File: src/rtl/csr_serializer.sv
// CSR serialization at rename/dispatch: a CSR op is held until it has been the ROB head
// for DRAIN_DELAY cycles, and all dispatch is held while it is in flight until it retires.
module csr_serializer #(
    parameter int ROBID_W     = 7,
    parameter int DRAIN_DELAY = 2,
    parameter int CNT_W       = 4
) (
    input  logic               clk,
    input  logic               rst,
    input  logic               rename_csr_valid,
    input  logic [ROBID_W-1:0] rename_robid,
    input  logic               rename_dispatch,
    input  logic [ROBID_W-1:0] rob_head_robid,
    input  logic               rob_retire,
    input  logic [ROBID_W-1:0] rob_retire_robid,
    input  logic               rob_flush,
    output logic               csr_entry_stall,
    output logic               csr_exit_stall,
    output logic               csr_busy,
    output logic [ROBID_W-1:0] csr_robid
);

    localparam logic [1:0] IDLE   = 2'd0;
    localparam logic [1:0] DRAIN  = 2'd1;
    localparam logic [1:0] ISSUED = 2'd2;

    localparam logic [CNT_W-1:0] DRAIN_INIT = CNT_W'(DRAIN_DELAY);

    logic [1:0]         state, state_next;
    logic [CNT_W-1:0]   cnt, cnt_next;
    logic [ROBID_W-1:0] robid_q, robid_next;
    logic               head_ok;
    logic               ready;

    assign head_ok = (rob_head_robid == rename_robid);
    assign ready   = (state == DRAIN) && head_ok && (cnt == '0);

    // Outputs depend only on state/cnt and non-dispatch inputs, so rename_stall cannot loop.
    always_comb begin
        csr_entry_stall = 1'b0;
        csr_exit_stall  = 1'b0;
        case (state)
            IDLE:    csr_entry_stall = rename_csr_valid;
            DRAIN:   csr_entry_stall = ~ready;
            ISSUED: begin
                csr_entry_stall = rename_csr_valid;
                csr_exit_stall  = 1'b1;
            end
            default: csr_entry_stall = rename_csr_valid;
        endcase
    end

    assign csr_busy  = (state != IDLE);
    assign csr_robid = robid_q;

    always_comb begin
        state_next = state;
        cnt_next   = cnt;
        robid_next = robid_q;
        if (rob_flush) begin
            state_next = IDLE;
            cnt_next   = '0;
        end else begin
            case (state)
                IDLE: begin
                    if (rename_csr_valid) begin
                        state_next = DRAIN;
                        cnt_next   = DRAIN_INIT;
                    end
                end
                DRAIN: begin
                    if (!rename_csr_valid) begin
                        state_next = IDLE;
                    end else if (ready && rename_dispatch) begin
                        state_next = ISSUED;
                        robid_next = rename_robid;
                    end else if (!head_ok) begin
                        cnt_next = DRAIN_INIT;
                    end else if (cnt != '0) begin
                        cnt_next = cnt - 1'b1;
                    end
                end
                // A CSR arriving alongside the retire is picked up from IDLE next cycle.
                ISSUED: begin
                    if (rob_retire && (rob_retire_robid == robid_q)) begin
                        state_next = IDLE;
                    end
                end
                default: begin
                    state_next = IDLE;
                    cnt_next   = '0;
                end
            endcase
        end
    end

    always_ff @(posedge clk) begin
        if (rst) begin
            state   <= IDLE;
            cnt     <= '0;
            robid_q <= '0;
        end else begin
            state   <= state_next;
            cnt     <= cnt_next;
            robid_q <= robid_next;
        end
    end

endmodule

File: config.mk
export PLATFORM = sky130hd
export DESIGN_NAME = csr_serializer
export DESIGN_NICKNAME = d
export VERILOG_FILES = /design/src/rtl/csr_serializer.sv
export SDC_FILE = /design/constraint.sdc
export NUM_CORES = 1
export LEC_CHECK = 0
export ABC_AREA = 1
export CAP_MARGIN = 20
export CORE_MARGIN = 2
export CORE_UTILIZATION = 46
export CTS_CLUSTER_SIZE = 20
export DETAILED_ROUTE_END_ITERATION = 10
export GPL_ROUTABILITY_DRIVEN = 0
export PLACE_DENSITY = 0.82
export SLEW_MARGIN = 0
export SYNTH_ARGS = -nofsm -noshare
export SYNTH_HDL_FRONTEND = slang
export SYNTH_SLANG_ARGS = --single-unit
File: constraint.sdc
create_clock -name clk -period 4.7 [get_ports clk]
set_input_delay 1.41 -clock clk [delete_from_list [all_inputs] [get_ports clk]]
set_output_delay 1.41 -clock clk [all_outputs]
set_load 0.05 [all_outputs]
==> results.json <==
{
  "worstMarginPinSlew_ns": 0.578,
  "grt_pass1_wl_mm": 3.90,
  "finClkSkew_ns": 0.000806,
  "overflow": 0,
  "n_antenna_cell": 0,
  "nFillCells": 183,
  "track_usage_pct": 20.6,
  "multi_input_area_um2": 548,
  "yosysUniqueCellTypes": 23,
  "hold_violations": 0,
  "power_density_mw_per_mm2": 183,
  "cts_tree": "done",
  "tns_ns": 0,
  "startpoint_type": "primary input",
  "drive_gt1_share_pct": 7.00,
  "die-area_mm2": 0.00243,
  "post_cts_buffers": 0,
  "core_mm2": 0.00194,
  "hold_buffers": 0,
  "path_clk_slew_ns": 0.09,
  "switching_share_pct": 29.0,
  "finalSetupViolCount": 0,
  "num_vias": 1051,
  "ys_warn_count": 0,
  "end_kind": "output pin",
  "routed_wl_mm": 2.29,
  "layout.core_utilization_pct": 69.5,
  "cell_internal_pwr_uw": 175,
  "drc": 0,
  "portBuffers": 36,
  "row_count": 16,
  "combPwrFrac_pct": 24.1,
  "ir_worst_vdd_mv": 0.125,
  "path_cells": "clkdlybuf4s50_1 > xnor2_1 > nand3_1 > nor2_1 > nand3_1 > o21ai_0 > inv_1 > buf_4",
  "p_leak_uw": 0.000666,
  "pwr-share-seq_pct": 45.4,
  "cpPeakStageDelay_ns": 0.51,
  "pwr-share-clk_pct": 30.5,
  "grt_start_max_net_pins": 15,
  "path_class": "in2out",
  "synth_area_per_cell_um2": 5.86,
  "cp.buffers_inverters": 3,
  "grt_pass1_vias": 959,
  "antenna_found_initial": 0,
  "post-dp-hpwl_mm": 1.87,
  "ff_latch_area_um2": 260,
  "cp_common_cell": "nand3_1",
  "syn-instance-count": 161,
  "synth_fp_nets": 189,
  "nets": 229,
  "p_sw_uw": 71.6,
  "clk_latency_ns": 0.28,
  "fmax_mhz": 230,
  "layout_common_cells": "nand2_1, clkdlybuf4s50_1, inv_1",
  "period_minus_slack_ns": 4.34,
  "cp_max_fo": 3,
  "synth_seq_cells": 13,
  "slew_viol_final": 0,
  "required_ns": 3.29,
  "crit_family": "buffers and inverters",
  "post_cts_resized": 0,
  "drv_cap": 0,
  "vias_per_cell": 4.63,
  "cts.sinks": 13,
  "io_pins": 37,
  "first_pass_iters": 4,
  "die_height_um": 49.3,
  "area_delta_synth_final_pct": 43.1,
  "ys_seq_area_share_pct": 27.6,
  "mostFrequentLayoutCell": "nand2_1",
  "crit_arrival_ns": 2.93,
  "status": "completed",
  "ant_nets": 0,
  "clockRootBuffer": "clkbuf_4",
  "start_util_pct": 48.6,
  "wl_per_cell_um": 10.1,
  "slowest_stage": "clkdlybuf4s50_1",
  "syn_area_um2": 943,
  "fin_crit_sh_pct": 92.3,
  "die_x_um": 49.3,
  "hold_path_class": "reg2reg",
  "cts_buffers": 3,
  "slew_headroom_pct": 61.4,
  "htree_levels": 1,
  "ctsLongestPathBuffers": 2,
  "drt_iter0_markers": 28,
  "rsz0062_at_grt": "no"
}
power by group through the flow:
stage	clock [uW]	sequential, uW	combinational, uW
finish	75.3	112	59.4
global route	78.8	112	65.7
CTS	75.3	112	59.8
floorplan	0	115	28.0
detailed placement	0	115	59.3
global placement	0	115	57.8
kinds of logic (layout without fill, tap and decap cells):
kind of cell    after synthesis  count (layout)  share of synthesized area [%]
buf+inv                      34              73                           14.3
simple gates                 98              98                           46.4
compound gates               10              10                           5.70
xor+xnor                      5               5                           4.64
fa+ha+maj                     1               1                           1.33
flops                        13              13                           27.6
per-layer routing:
layer  up-vias  GRT usage [%]  wire length (um)
met5         -              0                 0
met4         0           8.57                36
met3         4           3.99                94
met2        27           37.2              1120
met1       458           23.3              1040
li1        562              -                 -
cell usage after synthesis, drive strengths merged:
library cell	count	share of area [%]
nand4	2	2.9
a21oi	5	2.7
buf	1	1.2
nand2	54	22
nor2	29	13
xnor2	4	3.7
nand3	5	2.7
nand3b	1	0.80
o21a	1	0.80
o22ai	1	0.66
inv	33	13
nor3	6	4.4
xor2	1	0.93
ha	1	1.3
o21ai	3	1.6
nor3b	1	0.80
dfxtp	13	28
path summary, 6_finish.rpt:
| kind | from | to | slack, ns | cells after the start |
|---|---|---|---|---|
| setup / recovery | rename_robid[6] | csr_entry_stall | 0.36 | 8 |
| hold / removal | cnt[0] | cnt[0] | 0.50 | 2 |
| setup reg to reg | cnt[0] | csr_robid[6] | 2.97 | 7 |
| hold reg to reg | cnt[0] | cnt[0] | 0.50 | 2 |
stage by stage:
step / instance area, um^2 / cells / worst slack [ns] / total power (uW) / hold slack (ns)
after global placement: 1320 / 223 / 0.420 / 173 / 0.470
after detailed placement: 1320 / 223 / 0.380 / 174 / 0.479
after CTS: 1350 / 227 / 0.349 / 247 / 0.492
final: 1350 / 227 / 0.360 / 247 / 0.499
after global routing: 1350 / 227 / 0.195 / 257 / 0.531
after floorplan: 943 / 161 / 1.01 / 142 / 0.453
layout make-up:
cell class | instances | area share [%]
multi-input cells | 114 | 40.6
repair buffers | 36 | 26.5
flip-flops and latches | 13 | 19.3
inverters | 33 | 9.18
well taps | 27 | 2.50
clock buffers | 4 | 1.95
state kept, by name (all words and copies together) (netlist names):
register   cells
cnt            4
state          2
csr_robid      7
tightest hold or removal path: stages (launching register included):
cell	delay, ns
dfxtp_1	0.34
nand2_1	0.07
a21oi_1	0.06
(Power assumes the default switching activity.)
